## config.mk

```make
export PLATFORM = sky130hd
export DESIGN_NAME = fetch_pc_unit_flat
export DESIGN_NICKNAME = d
export VERILOG_FILES = /design/src/rtl/fetch_pc_unit_pkg.sv /design/src/rtl/fetch_pc_unit_if.sv /design/src/rtl/fetch_pc_unit_redirect_buf.sv /design/src/rtl/fetch_pc_unit.sv /design/src/flat_wrapper.sv
export SDC_FILE = /design/constraint.sdc
export NUM_CORES = 1
export LEC_CHECK = 0
export BUFFER_PORTS_ARGS = -buffer_cell sky130_fd_sc_hd__buf_4
export CAP_MARGIN = 10
export CORE_MARGIN = 4
export CORE_UTILIZATION = 44
export DETAILED_ROUTE_END_ITERATION = 8
export GPL_TIMING_DRIVEN = 0
export PLACE_DENSITY_LB_ADDON = 0.2
export SETUP_SLACK_MARGIN = 0.1
export SLEW_MARGIN = 10
export SYNTH_ARGS = -nofsm -noshare
export SYNTH_HDL_FRONTEND = slang
export SYNTH_SLANG_ARGS = --single-unit
export TNS_END_PERCENT = 100
```

## constraint.sdc

```tcl
create_clock -name clk -period 5.72 [get_ports clk]
set_input_delay 1.144 -clock clk [delete_from_list [all_inputs] [get_ports clk]]
set_output_delay 1.144 -clock clk [all_outputs]
set_load 0.1 [all_outputs]
```

## src/rtl/fetch_pc_unit_pkg.sv

```systemverilog
// rtl/fetch_pc_unit_pkg.sv - shared types, defaults and helpers for the fetch pc unit
package fetch_pc_unit_pkg;

  localparam int unsigned FETCH_ADDR_W   = 32;
  localparam logic [31:0] FETCH_RESET_PC = 32'h0000_0000;
  localparam logic [31:0] ZERO_WORD      = 32'h0000_0000;

  typedef enum logic {
    FETCH_IDLE = 1'b0,
    FETCH_RUN  = 1'b1
  } fetch_state_e;

  // A fetch address is misaligned when either of its two low bits is set.
  function automatic logic addr_misaligned(input logic [1:0] lsb);
    return lsb != 2'b00;
  endfunction

endpackage

```

## src/rtl/fetch_pc_unit_if.sv

```systemverilog
// rtl/fetch_pc_unit_if.sv - pipeline-control and ROM-side signal bundle of the fetch pc unit
interface fetch_pc_unit_if #(
  parameter int unsigned ADDR_W = 32
);

  logic              stall;
  logic              flush;
  logic [ADDR_W-1:0] new_pc;
  logic              branch_flag;
  logic [ADDR_W-1:0] branch_target;
  logic [ADDR_W-1:0] pc;
  logic              ce;
  logic [ADDR_W-1:0] if_pc;
  logic              if_valid;
  logic              addr_err;
  logic              pend_valid;

  // Pipeline control side: issues stall/flush/branch, observes the fetch stream.
  modport master (
    output stall, flush, new_pc, branch_flag, branch_target,
    input  pc, ce, if_pc, if_valid, addr_err, pend_valid
  );

  // Fetch unit side.
  modport slave (
    input  stall, flush, new_pc, branch_flag, branch_target,
    output pc, ce, if_pc, if_valid, addr_err, pend_valid
  );

endinterface

```

## src/rtl/fetch_pc_unit_redirect_buf.sv

```systemverilog
// rtl/fetch_pc_unit_redirect_buf.sv - one-entry branch redirect buffer and next-pc priority mux
module fetch_redirect_buf
  import fetch_pc_unit_pkg::*;
#(
  parameter int unsigned ADDR_W = FETCH_ADDR_W
) (
  input  logic              clk,
  input  logic              rst,
  input  logic              i_run,
  input  logic              i_stall,
  input  logic              i_flush,
  input  logic [ADDR_W-1:0] i_new_pc,
  input  logic              i_branch_flag,
  input  logic [ADDR_W-1:0] i_branch_target,
  input  logic [ADDR_W-1:0] i_pc,
  output logic [ADDR_W-1:0] o_next_pc,
  output logic              o_pend_valid
);

  logic              r_pend_valid;
  logic [ADDR_W-1:0] r_pend_target;
  logic [ADDR_W-1:0] w_next_pc;

  // Capture a branch that resolves while stalled; any non-stalled RUN edge
  // either consumes the entry or supersedes it, so it is cleared there.
  always_ff @(posedge clk) begin
    if (rst) begin
      r_pend_valid  <= 1'b0;
      r_pend_target <= '0;
    end else if (i_run) begin
      if (i_flush) begin
        r_pend_valid <= 1'b0;
      end else if (i_stall) begin
        if (i_branch_flag) begin
          r_pend_valid  <= 1'b1;
          r_pend_target <= i_branch_target;
        end
      end else begin
        r_pend_valid <= 1'b0;
      end
    end
  end

  // Next fetch address: flush > stall > branch > pending > sequential.
  always_comb begin
    w_next_pc = i_pc + ADDR_W'(4);
    if (i_flush) begin
      w_next_pc = i_new_pc;
    end else if (i_stall) begin
      w_next_pc = i_pc;
    end else if (i_branch_flag) begin
      w_next_pc = i_branch_target;
    end else if (r_pend_valid) begin
      w_next_pc = r_pend_target;
    end
  end

  assign o_next_pc    = w_next_pc;
  assign o_pend_valid = r_pend_valid;

endmodule

```

## src/rtl/fetch_pc_unit.sv

```systemverilog
// rtl/fetch_pc_unit.sv - fetch address generator with stall, branch redirect and exception flush
module fetch_pc_unit
  import fetch_pc_unit_pkg::*;
#(
  parameter int unsigned       ADDR_W   = FETCH_ADDR_W,
  parameter logic [ADDR_W-1:0] RESET_PC = ADDR_W'(FETCH_RESET_PC)
) (
  input  logic                 clk,
  input  logic                 rst,
  fetch_pc_unit_if.slave       bus
);

  fetch_state_e      r_state;
  logic [ADDR_W-1:0] r_pc;
  logic [ADDR_W-1:0] r_if_pc;
  logic              r_if_valid;
  logic              r_addr_err;
  logic [ADDR_W-1:0] w_next_pc;
  logic              w_pend_valid;
  logic              w_run;

  assign w_run = (r_state == FETCH_RUN);

  fetch_redirect_buf #(
    .ADDR_W (ADDR_W)
  ) u_redirect_buf (
    .clk             (clk),
    .rst             (rst),
    .i_run           (w_run),
    .i_stall         (bus.stall),
    .i_flush         (bus.flush),
    .i_new_pc        (bus.new_pc),
    .i_branch_flag   (bus.branch_flag),
    .i_branch_target (bus.branch_target),
    .i_pc            (r_pc),
    .o_next_pc       (w_next_pc),
    .o_pend_valid    (w_pend_valid)
  );

  // Fetch FSM: IDLE holds the ROM off for one cycle after reset, RUN advances
  // pc and registers the IF/ID-side view of the address the ROM is reading.
  always_ff @(posedge clk) begin
    if (rst) begin
      r_state    <= FETCH_IDLE;
      r_pc       <= RESET_PC;
      r_if_pc    <= ADDR_W'(ZERO_WORD);
      r_if_valid <= 1'b0;
      r_addr_err <= 1'b0;
    end else begin
      case (r_state)
        FETCH_IDLE: begin
          r_state    <= FETCH_RUN;
          r_if_valid <= 1'b0;
        end
        FETCH_RUN: begin
          r_pc       <= w_next_pc;
          r_if_pc    <= r_pc;
          r_addr_err <= addr_misaligned(r_pc[1:0]);
          r_if_valid <= ~bus.flush;
        end
        default: begin
          r_state    <= FETCH_IDLE;
          r_if_valid <= 1'b0;
        end
      endcase
    end
  end

  assign bus.pc         = r_pc;
  assign bus.ce         = w_run;
  assign bus.if_pc      = r_if_pc;
  assign bus.if_valid   = r_if_valid;
  assign bus.addr_err   = r_addr_err;
  assign bus.pend_valid = w_pend_valid;

endmodule

```

## src/flat_wrapper.sv

```systemverilog
// flat-port wrapper written by rule: the top's interface ports become plain ports
module fetch_pc_unit_flat import fetch_pc_unit_pkg::*;
#(
  parameter int unsigned       ADDR_W   = FETCH_ADDR_W,
  parameter logic [ADDR_W-1:0] RESET_PC = ADDR_W'(FETCH_RESET_PC)
)
  (clk, rst, bus_stall, bus_flush, bus_new_pc, bus_branch_flag, bus_branch_target, bus_pc, bus_ce, bus_if_pc, bus_if_valid, bus_addr_err, bus_pend_valid);
  fetch_pc_unit_if #(.ADDR_W(ADDR_W)) bus_i ();
  input  logic clk;
  input  logic rst;
  input wire logic [$bits(bus_i.stall)-1:0] bus_stall;
  input wire logic [$bits(bus_i.flush)-1:0] bus_flush;
  input wire logic [$bits(bus_i.new_pc)-1:0] bus_new_pc;
  input wire logic [$bits(bus_i.branch_flag)-1:0] bus_branch_flag;
  input wire logic [$bits(bus_i.branch_target)-1:0] bus_branch_target;
  output wire logic [$bits(bus_i.pc)-1:0] bus_pc;
  output wire logic [$bits(bus_i.ce)-1:0] bus_ce;
  output wire logic [$bits(bus_i.if_pc)-1:0] bus_if_pc;
  output wire logic [$bits(bus_i.if_valid)-1:0] bus_if_valid;
  output wire logic [$bits(bus_i.addr_err)-1:0] bus_addr_err;
  output wire logic [$bits(bus_i.pend_valid)-1:0] bus_pend_valid;
  assign bus_i.stall = bus_stall;
  assign bus_i.flush = bus_flush;
  assign bus_i.new_pc = bus_new_pc;
  assign bus_i.branch_flag = bus_branch_flag;
  assign bus_i.branch_target = bus_branch_target;
  assign bus_pc = bus_i.pc;
  assign bus_ce = bus_i.ce;
  assign bus_if_pc = bus_i.if_pc;
  assign bus_if_valid = bus_i.if_valid;
  assign bus_addr_err = bus_i.addr_err;
  assign bus_pend_valid = bus_i.pend_valid;
  fetch_pc_unit #(.ADDR_W(ADDR_W), .RESET_PC(RESET_PC)) u_core (.clk(clk), .rst(rst), .bus(bus_i));
endmodule
```

After elaboration in Yosys (flattened, before gate mapping)
Index checks and enable logic that the tools add are counted.
{ "word_totals": {"out_inout_bits": 68, "word_cells": 25, "ff_bits": 100, "inputBits": 69} }
{ "op_classes": {"n_reduce_logical": 4, "n_mux": 9, "n_addsub": 1, "bitwise": 2, "eq_ne": 2} }
{ "ops": {"columns": ["op", "n"], "rows": [
  ["$mux 32", 4],
  ["$add 32x3->32 const B", 1],
  ["$mux 1", 4],
  ["$reduce_and 2->1", 2],
  ["$reduce_and 4->1", 1],
  ["$ne 3x1->1 const B", 1],
  ["$ne 2x1->1 const B", 1],
  ["$not 1->1", 2],
  ["$pmux 1 s2", 1],
  ["$reduce_bool 2->1", 1]
]} }

Longest topological paths before layout
{ "logic_depth": {"ltp_word": 5, "mapped_depth": 8} }

Modules after synthesis
A second synthesis with hierarchy kept.
{ "unflattened": {"cells_unflattened": 708, "hier_area_um2": 5474.0} }
{ "by_module_without_submodules": {"columns": ["module", "area_each_um2", "cells_each", "seq_area_each_um2", "instances"], "rows": [
  ["fetch_redirect_buf", 3081.7, 493, 660.6, 1],
  ["fetch_pc_unit", 2392.3, 215, 1341.3, 1]
]} }

Worst setup path after synthesis
No wires, ideal clock.
{ "synth_timing": {"path_type": "register to register", "from": "reg u_core.r_pc[2] (netlist: u_core.bus.pc[2])", "to": "reg u_core.r_pc[26] (netlist: u_core.bus.pc[26])", "setup_ns": 0.117, "path_stages_with_launch": 7, "arrival_ns": 2.726, "path_slack_ns": 2.877, "cell_sequence": "dfxtp_1 -> ha_1 -> and2_1 -> nand4_4 -> or3_1 -> or4_1 -> o211a_1"} }
{ "synth_between": {"elab_chain_len": 5} }
{ "synth_lines": {"columns": ["element", "line", "text"], "rows": [
  ["start, declared", "fetch_pc_unit.sv:14", "logic [ADDR_W-1:0] r_pc;"],
  ["start signal, assigned", "fetch_pc_unit.sv:56", "r_pc <= w_next_pc;"],
  ["$add 32x3->32", "fetch_pc_unit_redirect_buf.sv:46", "w_next_pc = i_pc + ADDR_W'(4);"],
  ["$mux 32", "fetch_pc_unit_redirect_buf.sv:53", "end else if (r_pend_valid) begin"],
  ["$mux 32", "fetch_pc_unit_redirect_buf.sv:51", "end else if (i_branch_flag) begin"],
  ["$mux 32", "fetch_pc_unit_redirect_buf.sv:49", "end else if (i_stall) begin"],
  ["$mux 32", "fetch_pc_unit_redirect_buf.sv:47", "if (i_flush) begin"]
]} }
No other way between the ends. The select of a mux whose other input is x is not followed.
A chain may end at the register's enable or synchronous reset.

Worst setup path after layout
{ "layout_timing": {"from": "in bus_flush", "to": "reg u_core.r_pc[17] (netlist: u_core.bus.pc[17])"} }
{ "layout_between": {"elab_chain_len": 2} }
{ "layout_lines": {"columns": ["element", "line", "text"], "rows": [
  ["start, declared", "flat_wrapper.sv:12", "input wire logic [$bits(bus_i.flush)-1:0] bus_flush;"],
  ["$ne 2x1->1 (no line)", null, null],
  ["$reduce_and 2->1 (no line)", null, null]
]} }
Several ways; a longest one is shown, not always the timed one.

==> summary.md <==
- highest clock frequency the design can meet: 0.333 GHz
- sum of negative setup slack: 0 ns
- leading register cell type out of synthesis: sky130_fd_sc_hd__dfxtp_1
- proportion of power drawn by flip-flops and latches: 40.9%
- cell area after technology mapping: 5120 um^2
- Mean Syn Cell Area: 7.76 um^2
- average via count per standard cell: 5.95
- number of antenna violations at the first check in global routing: 0
- startpoint types: primary input
- number of setup buffers added after CTS: 0
- Reg2Reg Depth: 6
- min cycle time layout: 3.00 ns
- ratio of final minimum period to clock period: 52.5%
- number of buffers added by the clock tree synthesis step: 9
- power share of the clock group: 34.4%
- instance count of the mapped netlist: 660
- Worst Max-Slew Pin Slew: 1.01 ns
- cts-stage hold buffer count: 0
- Power, Total: 1.88 mW
- MaxCap Viol Count: 0
- layout filler cell count: 1,106
- library cells used by synthesis: 55
- remaining antenna violation count after routing: 0
- hold violation total from the final report: 0
- wire length of the first global-routing pass: 28.7 mm
- count of state elements after synthesis: 100
- Layout Area Growth over Synthesis: 29.4%
- post-synth net total: 730
- status: complete, no violations
- Critical Setup Path Class: in2reg
- Async S/R FF share, synth: 0%
- CP Capture Point: u_core.bus.pc[17]
- global-route usage over all layers: 28.0%
- number of I/O port buffers: 135
- Worst R2R End: u_core.bus.pc[22]
- fraction of layout cells with a size suffix above 1: 20.2%
- total routed wirelength: 19.1 mm
- clock latency on the worst-skew pair: 0.35 ns
- clock-pin slew reported for the worst setup and hold paths after clock tree synthesis: 0.07 ns
- setup clock skew after layout: 0.00657 ns
- fraction of power spent switching nets: 34.6%
- total core area: 11,400 um^2
- area share of the leading cell type in the synthesized netlist: 39.1%
- startpoint of the most critical register-to-register path: u_core.bus.pc[2]
- first element of the critical path: bus_flush
- number of enable-type register cells in the synthesized netlist: 0
- count of boundary I/O pins: 137
- post-detailed-route DRC marker count: 0
- initial core utilization: 44.9%
- net load switching power: 0.650 mW
- clock root cell: sky130_fd_sc_hd__clkbuf_16
- critical path capture point type: flop
- worst-case register-to-register setup slack: 3.07 ns
- clock sink count: 100
- HPWL after detailed placement: 14.6 mm
- clock buffer depth: 2
- Slew Limit Headroom: 31.9%
- Layout Nets: 876
- power density normalized to cell area: 283 nW/um^2
- violation count after the first detailed-route iteration: 721
- maximum fanout along the worst path: 10
- RD Place Congestion: 0.986
- Setup-failing EPs final: 0
- most instantiated library cell after synthesis: sky130_fd_sc_hd__nand2_1
- number of warnings printed during yosys synthesis: 0
- Vias: 5,675
- maximum level of the CTS H-tree: 3
- max-slew violation count: 0
- internal power summed over all cells: 1.23 mW
- post_cts resized: 0
- pin count of the biggest net entering global routing: 16
- WP data required: 5.92 ns
- leading cell types by total area after synthesis: sky130_fd_sc_hd__dfxtp_1 39%, sky130_fd_sc_hd__nand2_1 8.4%, sky130_fd_sc_hd__mux2i_1 7.2%, sky130_fd_sc_hd__a21oi_1 6.9%, sky130_fd_sc_hd__o21ai_0 3.9%
- most frequent cells after synthesis: 114 x sky130_fd_sc_hd__nand2_1, 100 x sky130_fd_sc_hd__dfxtp_1, 71 x sky130_fd_sc_hd__a21oi_1
- ANT cells: 0
- overall die area: 13,400 um^2
- WP data arrival: 3.21 ns
- site row count: 39
- GRT overflow: 0
- die width: 116 um
- path type of the worst min-delay path: reg2reg
- fraction of the yosys area taken by sequential cells: 39.1%
- combinational cell fraction of total power: 24.8%
- Die Y-Extent: 116 um
- clock tree from TritonCTS: built
- dominant cell type by area after synthesis: sky130_fd_sc_hd__dfxtp_1
- Worst VDD drop: 0.000203 V
- drt first pass iters: 5
- cell leakage power: 2.69 nW
- RSZ-0062 raised after global routing: no
- wire length per cell: 20.0 um
- number of global-route vias before repair: 5,098
[per-stage QoR]
| stage | utilization (%) | cell area, um^2 | hold WS (ns) | cells | worst slack, ns |
|---|---|---|---|---|---|
| 2_1_floorplan | - | 5120 | 0.432 | 660 | 2.88 |
| 3_3_place_gp | 55.3 | 6320 | 0.441 | 938 | 2.51 |
| 3_5_place_dp | 55.3 | 6320 | 0.447 | 938 | 2.47 |
| 4_1_cts | 58.1 | 6630 | 0.456 | 954 | 2.83 |
| 5_1_grt | 58.1 | 6630 | 0.474 | 954 | 2.62 |
| 6_report | 58.1 | 6630 | 0.456 | 954 | 2.72 |
[worst min-delay path by stage]
stage	startpoint	end	slack, ns	cells after the start
after floorplan	u_core.u_redirect_buf.r_pend_target[7]	u_core.u_redirect_buf.r_pend_target[7]	0.43	2
after global placement	u_core.u_redirect_buf.r_pend_target[7]	u_core.u_redirect_buf.r_pend_target[7]	0.44	2
after global routing	u_core.u_redirect_buf.r_pend_target[19]	u_core.u_redirect_buf.r_pend_target[19]	0.47	2
final	u_core.u_redirect_buf.r_pend_target[22]	u_core.u_redirect_buf.r_pend_target[22]	0.46	2
after detailed placement	u_core.u_redirect_buf.r_pend_target[24]	u_core.u_redirect_buf.r_pend_target[24]	0.45	2
after CTS	u_core.u_redirect_buf.r_pend_target[24]	u_core.u_redirect_buf.r_pend_target[24]	0.46	2
[registers in the layout, indices dropped and copies added, names as in the netlist]
register / flops
u_core.bus.addr_err: 1
u_core.bus.ce: 1
u_core.bus.if_pc: 32
u_core.bus.if_valid: 1
u_core.bus.pc: 32
u_core.u_redirect_buf.o_pend_valid: 1
u_core.u_redirect_buf.r_pend_target: 32
[worst max-delay path: stages]
cell and delay (ns):
sky130_fd_sc_hd__clkbuf_1 0.38, sky130_fd_sc_hd__clkbuf_1 0.45, sky130_fd_sc_hd__buf_1 0.55, sky130_fd_sc_hd__a21oi_1 0.10
sky130_fd_sc_hd__a21oi_1 0.35, sky130_fd_sc_hd__a21o_1 0.17, sky130_fd_sc_hd__a21oi_1 0.06
[cells in the final DEF, fill, tap and decap left out, types with 3 or more instances in the layout]
master and n:
sky130_fd_sc_hd__a31oi_1 6, sky130_fd_sc_hd__xor2_1 4, sky130_fd_sc_hd__a221oi_1 4, sky130_fd_sc_hd__nand3_1 19, sky130_fd_sc_hd__o211ai_1 7, sky130_fd_sc_hd__nand2b_1 15, sky130_fd_sc_hd__o21ai_0 40, sky130_fd_sc_hd__mux2i_1 37
sky130_fd_sc_hd__and2_1 5, sky130_fd_sc_hd__xnor2_1 5, sky130_fd_sc_hd__a21boi_0 3, sky130_fd_sc_hd__clkbuf_1 36, sky130_fd_sc_hd__nand4_1 8, sky130_fd_sc_hd__clkbuf_8 3, sky130_fd_sc_hd__dfxtp_1 100, sky130_fd_sc_hd__nor4_1 8
sky130_fd_sc_hd__nor2_1 51, sky130_fd_sc_hd__o32ai_1 6, sky130_fd_sc_hd__o21a_1 3, sky130_fd_sc_hd__a22o_1 6, sky130_fd_sc_hd__a21o_1 6, sky130_fd_sc_hd__nand2_1 114, sky130_fd_sc_hd__a211oi_1 4, sky130_fd_sc_hd__nand3b_1 4
sky130_fd_sc_hd__a32oi_1 3, sky130_fd_sc_hd__and3_1 11, sky130_fd_sc_hd__buf_1 11, sky130_fd_sc_hd__nor3_1 8, sky130_fd_sc_hd__a21oi_1 71, sky130_fd_sc_hd__clkbuf_16 9, sky130_fd_sc_hd__nor2b_1 3, sky130_fd_sc_hd__o22ai_1 5
sky130_fd_sc_hd__buf_2 6, sky130_fd_sc_hd__or3_1 3, sky130_fd_sc_hd__o31ai_1 3, sky130_fd_sc_hd__o311ai_0 6, sky130_fd_sc_hd__inv_1 12, sky130_fd_sc_hd__o221ai_1 4, sky130_fd_sc_hd__buf_4 135
[cells by family (layout without fill, tap and decap cells)]
group                      after synthesis  in the layout  share of synthesized area [%]
AOI/OAI and AO/OA                      191            191                           23.5
xor gates and xnor gates                 9              9                           1.54
adders and majority gates                1              1                          0.244
buffers and inverters                   64            215                           4.84
DFF                                    100            100                           39.1
muxes                                   37             37                           7.23
and+or+nand+nor                        258            258                           23.6
[power groups by stage]
stage	Combinational (mW)	Sequential [mW]	Clock, mW
2_1_floorplan	0.138	0.952	0
3_3_place_gp	0.455	0.781	0
3_5_place_dp	0.458	0.783	0
4_1_cts	0.460	0.767	0.651
5_1_grt	0.487	0.772	0.676
6_report	0.465	0.768	0.646
[routing by layer]
layer / GRT usage [%] / wire [um] / part of all wire [%]
met1: 40.7 / 8270 / 43
met2: 41.3 / 8420 / 44
met3: 6.01 / 2110 / 11
met4: 9.20 / 310 / 1.6
met5: 0 / 0 / 0
[area by class of cell]
class	count	area, um^2	share of cell area [%]
buffer	52	203	3.06
clock buffer	13	270	4.08
clock inverter	3	43.8	0.661
inverter	12	45.0	0.679
multi-input combinational	496	2870	43.3
sequential	100	2000	30.2
tap	143	179	2.70
timing repair buffer	135	1010	15.3
No activity file was read; power rests on OpenSTA's default activity.
